--- config.mk ---
export PLATFORM = sky130hd
export DESIGN_NAME = pre_decode_buffer
export DESIGN_NICKNAME = d
export VERILOG_FILES = /design/src/rtl/pre_decode_buffer.sv
export SDC_FILE = /design/constraint.sdc
export NUM_CORES = 1
export LEC_CHECK = 0
export CAP_MARGIN = 20
export CORE_ASPECT_RATIO = 0.8
export CORE_UTILIZATION = 40
export DETAILED_ROUTE_END_ITERATION = 12
export PLACE_DENSITY = 0.66
export SLEW_MARGIN = 10
export SYNTH_ARGS = -nofsm -noshare
export SYNTH_HDL_FRONTEND = slang
export SYNTH_SLANG_ARGS = --single-unit
--- constraint.sdc ---
create_clock -name clock -period 2.8 [get_ports clock]
set_input_delay 0.28 -clock clock [delete_from_list [all_inputs] [get_ports clock]]
set_output_delay 0.28 -clock clock [all_outputs]
set_load 0.02 [all_outputs]
--- src/rtl/pre_decode_buffer.sv ---
// Instruction buffer with pre-decode, early JAL redirect and a hold on unresolved transfers.
// Optional PRE_DECODE_BTFN_EN: static backward-taken/forward-not-taken branch prediction.
module pre_decode_buffer #(
  parameter int XLEN  = 32,
  parameter int DEPTH = 4
) (
  input  logic                       clock,
  input  logic                       reset_n,
  input  logic                       io_in_valid,
  output logic                       io_in_ready,
  input  logic [XLEN-1:0]            io_in_pc,
  input  logic [31:0]                io_in_inst,
  output logic                       io_out_valid,
  input  logic                       io_out_ready,
  output logic [XLEN-1:0]            io_out_pc,
  output logic [31:0]                io_out_inst,
  output logic                       io_out_jump,
  output logic                       io_out_jal,
  output logic                       io_out_pred_taken,
  output logic                       io_redirect_valid,
  output logic [XLEN-1:0]            io_redirect_pc,
  input  logic                       io_resolve_valid,
  input  logic                       io_flush,
  output logic [$clog2(DEPTH+1)-1:0] io_count
);

  localparam int PW = (DEPTH > 1) ? $clog2(DEPTH) : 1;
  localparam int CW = $clog2(DEPTH + 1);

  typedef enum logic [1:0] {
    S_RUN   = 2'd0,
    S_REDIR = 2'd1,
    S_WAIT  = 2'd2
  } state_e;

  state_e state_q, state_d;

  logic [PW-1:0]   wr_ptr_q, wr_ptr_d;
  logic [PW-1:0]   rd_ptr_q, rd_ptr_d;
  logic [CW-1:0]   count_q, count_d;
  logic [XLEN-1:0] redir_pc_q, redir_pc_d;

  logic [XLEN-1:0] pc_q   [DEPTH];
  logic [XLEN-1:0] pc_d   [DEPTH];
  logic [31:0]     inst_q [DEPTH];
  logic [31:0]     inst_d [DEPTH];
  logic [DEPTH-1:0] jump_q, jump_d;
  logic [DEPTH-1:0] jal_q, jal_d;
  logic [DEPTH-1:0] pt_q, pt_d;

  logic [6:0]      opc;
  logic [2:0]      f3;
  logic            is_jal;
  logic            is_jalr;
  logic            is_br;
  logic            is_sys;
  logic [XLEN-1:0] jal_off;
`ifdef PRE_DECODE_BTFN_EN
  logic [XLEN-1:0] br_off;
`endif
  logic            dec_jump;
  logic            dec_pt;
  logic            dec_redir;
  logic [XLEN-1:0] dec_tgt;

  logic enq;
  logic deq;

  assign io_in_ready  = (state_q == S_RUN) && (count_q != CW'(DEPTH));
  assign io_out_valid = (count_q != '0);
  assign enq          = io_in_valid & io_in_ready;
  assign deq          = io_out_valid & io_out_ready;

  assign io_out_pc         = pc_q[rd_ptr_q];
  assign io_out_inst       = inst_q[rd_ptr_q];
  assign io_out_jump       = jump_q[rd_ptr_q];
  assign io_out_jal        = jal_q[rd_ptr_q];
  assign io_out_pred_taken = pt_q[rd_ptr_q];
  assign io_redirect_valid = (state_q == S_REDIR);
  assign io_redirect_pc    = redir_pc_q;
  assign io_count          = count_q;

  // Classify the incoming instruction and form its early target.
  always_comb begin
    opc     = io_in_inst[6:0];
    f3      = io_in_inst[14:12];
    is_jal  = (opc == 7'h6f);
    is_jalr = (opc == 7'h67) && (f3 == 3'd0);
    is_br   = (opc == 7'h63) && (f3 != 3'd2) && (f3 != 3'd3);
    is_sys  = (io_in_inst == 32'h0000_0073)
           || (io_in_inst == 32'h3020_0073)
           || (io_in_inst == 32'h0010_0073);
    jal_off = {{(XLEN-21){io_in_inst[31]}}, io_in_inst[31],
               io_in_inst[19:12], io_in_inst[20],
               io_in_inst[30:21], 1'b0};
    dec_tgt = io_in_pc + jal_off;
`ifdef PRE_DECODE_BTFN_EN
    br_off    = {{(XLEN-13){io_in_inst[31]}}, io_in_inst[31],
                 io_in_inst[7], io_in_inst[30:25],
                 io_in_inst[11:8], 1'b0};
    dec_pt    = is_br & io_in_inst[31];
    dec_jump  = is_jalr | is_sys;
    dec_redir = is_jal | dec_pt;
    if (dec_pt) begin
      dec_tgt = io_in_pc + br_off;
    end
`else
    dec_pt    = 1'b0;
    dec_jump  = is_jalr | is_br | is_sys;
    dec_redir = is_jal;
`endif
  end

  // Buffer storage, pointers and occupancy; flush overrides any handshake.
  always_comb begin
    wr_ptr_d = wr_ptr_q;
    rd_ptr_d = rd_ptr_q;
    count_d  = count_q;
    pc_d     = pc_q;
    inst_d   = inst_q;
    jump_d   = jump_q;
    jal_d    = jal_q;
    pt_d     = pt_q;
    if (io_flush) begin
      wr_ptr_d = '0;
      rd_ptr_d = '0;
      count_d  = '0;
    end else begin
      if (enq) begin
        pc_d[wr_ptr_q]   = io_in_pc;
        inst_d[wr_ptr_q] = io_in_inst;
        jump_d[wr_ptr_q] = dec_jump;
        jal_d[wr_ptr_q]  = is_jal;
        pt_d[wr_ptr_q]   = dec_pt;
        wr_ptr_d         = wr_ptr_q + PW'(1);
      end
      if (deq) begin
        rd_ptr_d = rd_ptr_q + PW'(1);
      end
      unique case ({enq, deq})
        2'b10:   count_d = count_q + CW'(1);
        2'b01:   count_d = count_q - CW'(1);
        default: count_d = count_q;
      endcase
    end
  end

  // Fetch-control FSM: early redirect pulse or hold until resolve.
  always_comb begin
    state_d    = state_q;
    redir_pc_d = redir_pc_q;
    if (io_flush) begin
      state_d = S_RUN;
    end else begin
      unique case (state_q)
        S_RUN: begin
          if (enq && dec_redir) begin
            state_d    = S_REDIR;
            redir_pc_d = dec_tgt;
          end else if (enq && dec_jump) begin
            state_d = S_WAIT;
          end
        end
        S_REDIR: state_d = S_RUN;
        S_WAIT: begin
          if (io_resolve_valid) begin
            state_d = S_RUN;
          end
        end
        default: state_d = S_RUN;
      endcase
    end
  end

  // State registers.
  always_ff @(posedge clock or negedge reset_n) begin
    if (!reset_n) begin
      state_q    <= S_RUN;
      wr_ptr_q   <= '0;
      rd_ptr_q   <= '0;
      count_q    <= '0;
      redir_pc_q <= '0;
      jump_q     <= '0;
      jal_q      <= '0;
      pt_q       <= '0;
      for (int i = 0; i < DEPTH; i++) begin
        pc_q[i]   <= '0;
        inst_q[i] <= '0;
      end
    end else begin
      state_q    <= state_d;
      wr_ptr_q   <= wr_ptr_d;
      rd_ptr_q   <= rd_ptr_d;
      count_q    <= count_d;
      redir_pc_q <= redir_pc_d;
      jump_q     <= jump_d;
      jal_q      <= jal_d;
      pt_q       <= pt_d;
      pc_q       <= pc_d;
      inst_q     <= inst_d;
    end
  end

endmodule
# Yosys cells after proc, flatten, opt, wreduce, memory -nomap -nowiden
# Cells that the tools add are included.
# word_totals
out_inout_bits	105
elab_cells	101
inputBits	70
register_bits	309
# op_classes
n_bitwise	9
add_sub_neg	5
mux	31
eq_ne	15
reduce_logical	19
magnitude_cmp	6
# ops
op	n
bitwise mux 128 bit	2
two-way mux 32 bit	5
binary-select mux 32 bit (select 2 bit)	2
demux 32 bit (select 2 bit)	1
adder 32 bit	1
== test 32 x 21 -> 1 bit (second input constant)	1
== test 32 x 30 -> 1 bit (second input constant)	1
== test 32 x 7 -> 1 bit (second input constant)	1
== test 7 bit (second input constant)	3
two-way mux 2 bit	8
bitwise mux 4 bit	2
logical AND 1 bit	8
binary-select mux 1 bit (select 2 bit)	3
greater-or-equal comparator 3 bit (second input constant)	2
< comparator 2 x 3 -> 1 bit (second input constant)	2
!= test 3 x 2 -> 1 bit (second input constant)	2
!= test 3 bit (second input constant)	2
inverter 2 -> 3 bit	2
case mux 3 bit (2 select lines)	1
nonzero test 3 bit	2
adder 2 x 1 -> 2 bit (second input constant)	2
AND 4 bit	1
== test 2 x 1 -> 1 bit (second input constant)	2
== test 2 bit (second input constant)	2
19 further kinds	27

# Longest topological paths before layout
# Gate-level depths: netlist (run 1).
# depth
ltp_word	10
mapped_depth	10
mapped_depth_nobuf	10

# Worst setup path before layout (run 1)
# OpenSTA, ideal clock, no wires.
# synth_path
path_kind	in2reg
startpoint	input io_in_pc[1]
endpoint	register redir_pc_q[31] (netlist: io_redirect_pc[31])
arrival_ns	2.276
slack_ns	0.400
required_ns	2.676
setup_time_ns	0.124
cell_stages	10
path_buffers	0
path_cell_list	ha_1 > fa_1 > a21o_1 > nand4_1 > a31oi_1 > a211oi_1 > o21ai_0 > a311oi_1 > nor3_1 > a211o_1
# synth_via
elab_chain_len	1
# synth_rtl
element	line_no	source
start, declared	11	input logic [XLEN-1:0] io_in_pc,
adder 32 bit	96	dec_tgt = io_in_pc + jal_off;
end signal, assigned	195	redir_pc_q <= redir_pc_d;
end, declared	41	logic [XLEN-1:0] redir_pc_q, redir_pc_d;
# Every way passes these cells.
# A chain may end at the register's enable or synchronous reset.

# Worst setup path in the final report (run 1)
# layout_path
startpoint	register rd_ptr_q[0]
endpoint	output io_out_inst[29]
# layout_via
elab_chain_len	4
# layout_rtl
element	line_no	source
start, declared	39	logic [PW-1:0] rd_ptr_q, rd_ptr_d;
start signal, assigned	193	rd_ptr_q <= rd_ptr_d;
inverter 2 -> 3 bit (implied by the code)	75	assign io_out_inst = inst_q[rd_ptr_q];
binary-select mux 32 bit (select 2 bit)	75	
two-way mux 32 bit (implied by the code) (2 in series)	75	
end, declared	16	output logic [31:0] io_out_inst,
# Every way passes these cells. The select of a mux whose other input is x is not followed.

==> summary.md, run 1 <==
| Metric | Value |
|---|---|
| Setup violators final | 0 |
| Seq pwr share | 39.4% |
| Combinational share of power | 38.2% |
| Initial antenna violation count | 1 |
| # rows | 62 |
| Synth warn | 0 |
| RSZ-0062 raised after global routing | true |
| P_leak | 8.49 nW |
| DRT Wirelength | 37.5 mm |
| Ratio of cells with drive above 1 in the final layout | 37.0% |
| Total gr overflow | 0 |
| Worst relative slew slack | 55.5% |
| Fmax | 367 MHz |
| Ys async rst share | 100% |
| Peak supply drop | 497 uV |
| Transition time of the tightest slew-check pin | 667 ps |
| Hold Path Class | primary input to async pin |
| Synth Instances | 1050 |
| Slowest CP cell | clkdlybuf4s50_1 |
| Slew Limit Fails | 0 |
| CP Class | flip-flop to output pin |
| Die ar. | 37300 um^2 |
| Max Root-Sink Buffers | 3 |
| Clock Tree Root | clkbuf_16 |
| Reg-to-reg endpoint | io_redirect_pc[30] |
| DR WL/cell | 20.6 um |
| Core area | 35900 um^2 |
| Vias | 9749 |
| Number of global-route vias before repair | 10400 |
| Worst skew pair latency | 570 ps |
| Crit path capture type | output pin |
| RePlAce Congestion | 0.863 |
| Crit path arrival time | 2440 ps |
| Largest net degree at the start of global routing | 79 |
| R2R setup slack | 440 ps |
| Post-route ant nets | 0 |
| TritonCTS clock tree | yes |
| # Max-Cap Violations | 0 |
| Post-layout util | 52.6% |
| Design area | 18900 um^2 |
| Layout Area Growth over Synthesis | 29.2% |
| Syn Nets | 1156 |
| Port buffer count | 174 |
| Sw power | 5.61 mW |
| Synth unique cells | 52 |
| Post-route minimum period | 2720 ps |
| Synth Flop Type | dfrtp_1 |
| N_diodes | 0 |
| Number of synthesized flops with an enable pin | 0 |
| Seq cells post-synth | 309 |
| Outcome | completed |
| Dpl hpwl | 26.0 mm |
| Pwr dens | 966 nW/um^2 |
| Io pins | 175 |
| Sw frac | 30.8% |
| Die width | 216 um |
| First drt pass iteration count | 5 |
| Commonest non-fill, non-tap cell in the layout | dfrtp_1 |
| Worst-path clk slew | 60 ps |
| Clock Skew | 14.4 ps |
| FF-to-FF path depth | 6 |
| Clock power frac | 22.4% |
| Register area share after synthesis | 52.9% |
| Die extent in y | 173 um |
| Commonest cells after routing, fill and taps aside | 307 x dfrtp_1, 252 x mux2_2, 160 x clkdlybuf4s50_1 |
| Fin nets | 1419 |
| Initial DRC count | 541 |
| Starting Density | 40.7% |
| GRT Overall Usage | 20.6% |
| Reg2reg start | io_count[0] |
| Final worst path period share | 97.2% |
| First-pass GRT wire length | 60.0 mm |
| Post-Syn Area | 14600 um^2 |
| Count of final hold-check violations | 0 |
| Placed inst area | 17800 um^2 |
| Worst setup SP type | flip-flop |
| Drc violations | 0 |
| Worst-path cell chain | buf_6, mux4_2, clkdlybuf4s50_1 |
| Total CTS buffers | 31 |
| Mean area per synthesized cell | 13.9 um^2 |
| Total power | 18.2 mW |
| Req. time, crit path | 2520 ps |
| Worst path max stage delay | 600 ps |
| H-Tree Depth | 1 |
| Clk sinks | 309 |
| Crit path max fanout | 16 |
| Via density | 5.37 |
| Internal Power | 12.6 mW |
[synthesized netlist by cell type, types with 2 or more instances]
master	instances	area, um^2
a211oi_1	2	15.0
a21o_1	14	105
a21oi_1	36	180
a31oi_1	5	31.3
a41o_1	2	20.0
a41oi_1	2	17.5
and2_1	4	25.0
and3_1	4	25.0
buf_1	25	93.8
buf_2	8	40.0
clkbuf_1	26	97.6
dfrtp_1	309	7730
fa_1	2	40.0
ha_1	34	425
inv_1	10	37.5
mux2_2	252	2840
mux2i_1	3	30.0
mux4_2	67	1510
nand2_1	74	278
nand3_1	6	30.0
nand4_1	9	56.3
nand4b_1	2	17.5
nor2_1	22	82.6
nor3_1	7	35.0
nor4_1	4	25.0
o211ai_1	3	22.5
o21a_1	2	15.0
o21ai_0	58	290
o21bai_1	3	22.5
or3_1	3	18.8
xnor2_1	20	175
xor2_1	12	105
[registers in the layout, summed over array words and instances, names as in the netlist]
| signal | count |
|---|---|
| jump_q | 4 |
| inst_q | 128 |
| state_q | 2 |
| pt_q | 4 |
| io_count | 3 |
| pc_q | 128 |
| jal_q | 4 |
| rd_ptr_q | 2 |
| wr_ptr_q | 2 |
| io_redirect_pc | 32 |
[worst max-delay path, delay by kind of cell (launching register included)]
kind	cells	cell delay (ps)
buf+inv	2	870
flops	1	470
mux	1	540
[routing by layer]
layer  part of all wire, %  global-route usage [%]  wire (um)
met5                 0.035                       0         13
met4                   2.3                    5.29        874
met3                   5.1                    4.15       1900
met2                    46                    32.3      17400
met1                    46                    29.3      17300
[through the flow]
stage          setup WS (ps)  setup TNS, ps  instances  hold WS, ps
2_1_floorplan            400              0       1050        -15.6
3_3_place_gp            -420          -3480       1758          326
3_5_place_dp            -403          -3970       1758          332
4_1_cts                 14.2              0       1817          333
5_1_grt                -14.8          -16.7       1817          359
6_report                77.8              0       1817          309
[power groups by stage]
stage	Sequential (mW)	Combinational, mW	Clock, mW
after floorplan	6.96	4.39	0
after CTS	7.17	7.10	4.20
final	7.18	6.97	4.09
after global routing	7.41	7.46	4.35
after detailed placement	7.25	7.04	0
after global placement	7.14	6.91	0
[final cells by class]
class | count | area (um^2)
clock buffers | 44 | 875
well taps | 480 | 601
flip-flops and latches | 309 | 7740
multi-input cells | 672 | 6650
repair buffers | 289 | 2850
clock inverters | 13 | 119
inverters | 10 | 37.5
fillers | 3075 | 17000
[cell families after synthesis]
family	share of synthesized area, %
compound gates	5.76
flops	52.9
xor+xnor	1.92
mux	30.0
simple gates	4.43
buf+inv	1.84
fa+ha+maj	3.19
[worst max-delay path by stage]
stage,start,endpoint,cells past startpoint
6_report,rd_ptr_q[0],io_out_inst[29],3
5_1_grt,rd_ptr_q[0],io_out_pc[0],3
4_1_cts,rd_ptr_q[0],io_out_inst[31],3
3_5_place_dp,io_in_pc[1],io_redirect_pc[31],11
3_3_place_gp,io_in_pc[1],io_redirect_pc[31],11
2_1_floorplan,io_in_pc[1],io_redirect_pc[31],10
[timing repair]
action / in CTS / in global routing
resized for setup: 1 / 16
gates cloned: 0 / 0
setup endpoints to repair: 27 / 16
setup buffers: 1 / 0
hold buffers: 1 / 0
endpoints found under the hold margin: 70 / 0
(Power assumes the default switching activity.)
==> run 2, diff against run 1 <==
--- a/config.mk
+++ b/config.mk
@@ -7,9 +7,9 @@
 export LEC_CHECK = 0
 export CAP_MARGIN = 20
 export CORE_ASPECT_RATIO = 0.8
-export CORE_UTILIZATION = 40
+export CORE_UTILIZATION = 56
 export DETAILED_ROUTE_END_ITERATION = 12
-export PLACE_DENSITY = 0.66
+export PLACE_DENSITY = 0.86
 export SLEW_MARGIN = 10
 export SYNTH_ARGS = -nofsm -noshare
 export SYNTH_HDL_FRONTEND = slang
==> summary.md, run 2 (synthesized netlist as in run 1, its figures left out) <==
| Metric | Value |
|---|---|
| Worst setup SP type | primary input (was flip-flop) |
| Outcome | completed (unchanged) |
| Met1 wire length | 15.8 mm (was 17.3 mm) |
| Die extent in y | 146 um (was 173 um) |
| Req. time, crit path | 3230 ps (was 2520 ps) |
| Worst relative slew slack | 59.0% (was 55.5%) |
| Transition time of the tightest slew-check pin | 615 ps (was 667 ps) |
| Total gr overflow | 0 (unchanged) |
| Core area | 25400 um^2 (was 35900 um^2) |
| TritonCTS clock tree | yes (unchanged) |
| Combinational share of power | 39.0% (was 38.2%) |
| Largest net degree at the start of global routing | 74 (was 79) |
| Post-route ant nets | 0 (unchanged) |
| Met3 Wirelength | 2.39 mm (was 1.90 mm) |
| H-Tree Depth | 1 (unchanged) |
| Commonest cells after routing, fill and taps aside | 307 x dfrtp_1, 252 x mux2_2, 172 x clkdlybuf4s50_1 (was 307 x dfrtp_1, 252 x mux2_2, 160 x clkdlybuf4s50_1) |
| Met2 routed WL | 18.0 mm (was 17.4 mm) |
| Final hold slack | 281 ps (was 309 ps) |
| Clock power frac | 21.1% (was 22.4%) |
| Pwr dens | 975 nW/um^2 (was 966 nW/um^2) |
| P_leak | 8.28 nW (was 8.49 nW) |
| CP Class | primary input to flip-flop (was flip-flop to output pin) |
| Via density | 5.95 (was 5.37) |
| First-pass GRT wire length | 58.6 mm (was 60.0 mm) |
| DR WL/cell | 22.0 um (was 20.6 um) |
| Post-layout util | 72.9% (was 52.6%) |
| Number of global-route vias before repair | 10500 (was 10400) |
| R2R setup slack | 460 ps (was 440 ps) |
| FF-to-FF path depth | 9 (was 6) |
| Crit path from | io_in_inst[21] (was rd_ptr_q[0]) |
| Port buffer count | 174 (unchanged) |
| Count of final hold-check violations | 0 (unchanged) |
| Dpl hpwl | 25.4 mm (was 26.0 mm) |
| Placed inst area | 17600 um^2 (was 17800 um^2) |
| Fin nets | 1414 (was 1419) |
| Post-CTS setup buffers | 0 (was 1) |
| Worst-path clk slew | 60 ps (about the same) |
| Hold Path Class | primary input to async pin (unchanged) |
| Sw frac | 31.1% (was 30.8%) |
| Ratio of cells with drive above 1 in the final layout | 36.4% (was 37.0%) |
| Clock Skew | 8.25 ps (was 14.4 ps) |
| Seq pwr share | 39.9% (was 39.4%) |
| Initial DRC count | 753 (was 541) |
| # rows | 52 (was 62) |
| RePlAce Congestion | 0.971 (was 0.863) |
| Total CTS buffers | 29 (was 31) |
| Die ar. | 26700 um^2 (was 37300 um^2) |
| # Max-Cap Violations | 0 (unchanged) |
| Reg2reg start | io_count[0] (unchanged) |
| Vias | 9991 (was 9749) |
| Slowest CP cell | clkdlybuf4s50_1 (unchanged) |
| Die width | 183 um (was 216 um) |
| Slew Limit Fails | 0 (unchanged) |
| Reg-to-reg endpoint | io_redirect_pc[30] (unchanged) |
| Post-route minimum period | 2780 ps (was 2720 ps) |
| Setup violators final | 0 (unchanged) |
| Fmax | 359 MHz (was 367 MHz) |
| Worst-path cell chain | clkdlybuf4s50_1, ha_1, fa_1, a21o_1, nand4_1, a31oi_1, a211oi_1, o21ai_0, a311oi_2, nor3_1, a211o_1 (was buf_6, mux4_2, clkdlybuf4s50_1) |
| Starting Density | 57.4% (was 40.7%) |
| Initial antenna violation count | 1 (unchanged) |
| Drc violations | 0 (unchanged) |
| GRT Overall Usage | 28.4% (was 20.6%) |
| Crit path arrival time | 3210 ps (was 2440 ps) |
| DRT Wirelength | 36.9 mm (was 37.5 mm) |
| Io pins | 175 (unchanged) |
| Internal Power | 12.5 mW (was 12.6 mW) |
| First drt pass iteration count | 5 (unchanged) |
| Commonest non-fill, non-tap cell in the layout | dfrtp_1 (unchanged) |
| Design area | 18500 um^2 (was 18900 um^2) |
| Worst skew pair latency | 540 ps (was 570 ps) |
| Layout Area Growth over Synthesis | 26.9% (was 29.2%) |
| Max Root-Sink Buffers | 3 (unchanged) |
| Crit path max fanout | 2 (was 16) |
| Final worst path period share | 99.5% (was 97.2%) |
| Uppermost routed layer | met4 (was met5) |
| Crit path capture type | flip-flop (was output pin) |
| Worst path max stage delay | 460 ps (was 600 ps) |
| Fillers | 1615 (was 3075) |
| Clock Tree Root | clkbuf_16 (unchanged) |
| Peak supply drop | 770 uV (was 497 uV) |
| Clk sinks | 309 (unchanged) |
| Sw power | 5.63 mW (was 5.61 mW) |
| Crit path to | io_redirect_pc[31] (was io_out_inst[29]) |
run 2: changes by cell type in the layout (fill, tap and decap cells not counted), moves of 2 or more:
cell	previous run	this run
buf_4	97	95
clkbuf_1	8	10
clkbuf_16	31	29
clkdlybuf4s50_1	160	172
clkinv_2	10	2
clkinvlp_4	0	2
dlymetal6s2s_1	13	1
run 2: worst min path at each step:
stage                       start   endpoint
after global placement    reset_n  pc_q[105]
after detailed placement  reset_n  pc_q[105]
after floorplan           reset_n  inst_q[0]
after CTS                 reset_n  pc_q[105]
final                     reset_n  pc_q[105]
after global routing      reset_n  pc_q[105]
run 2: final cells by class:
class / count / area, um^2 / area share, %
multi-input cells: 672 / 6650 / 35.8
repair buffers: 286 / 2780 / 15.0
well taps: 351 / 439 / 2.37
clock buffers: 45 / 846 / 4.56
inverters: 10 / 37.5 / 0.202
clock inverters: 5 / 55.1 / 0.297
flip-flops and latches: 309 / 7740 / 41.7
diodes: 1 / 2.50 / 0.0135
run 2: through the flow:
stage	setup TNS, ps	power, mW	setup WS (ps)	std cells
final	0	18.1	15.3	1679
after global routing	-0.646	18.9	-0.646	1678
after CTS	0	18.2	30.6	1678
after detailed placement	-3190	14.3	-368	1627
after global placement	-1900	13.9	-366	1627
after floorplan	0	11.3	400	1050
run 2: metal layers:
| metal | up-vias | global-route usage, % |
|---|---|---|
| met5 | - | 0 |
| met4 | 0 | 6.47 |
| met3 | 63 | 5.81 |
| met2 | 316 | 46.9 |
| met1 | 5205 | 38.9 |
| li1 | 4407 | - |
run 2: repair_timing:
item,in CTS,in global routing
cloned,0,0
hold endpoints to repair,68,0
endpoints found under the setup margin,18,2
hold buffers,1,0
resized for setup,3,3
run 2: worst max-delay path: cells and delay by family:
family	cells	cell delay (ps)
buffers and inverters	1	460
adder cells (fa/ha/maj)	2	640
AO/OA/AOI/OAI	6	1580
AND/OR/NAND/NOR	2	240
run 2: power groups by stage:
stage               registers, mW  clock network (mW)  logic, mW
floorplan                    6.96                   0       4.39
CTS                          7.21                3.87       7.10
detailed placement           7.26                   0       7.01
global placement             7.09                   0       6.83
finish                       7.22                3.82       7.05
global route                 7.41                4.03       7.48
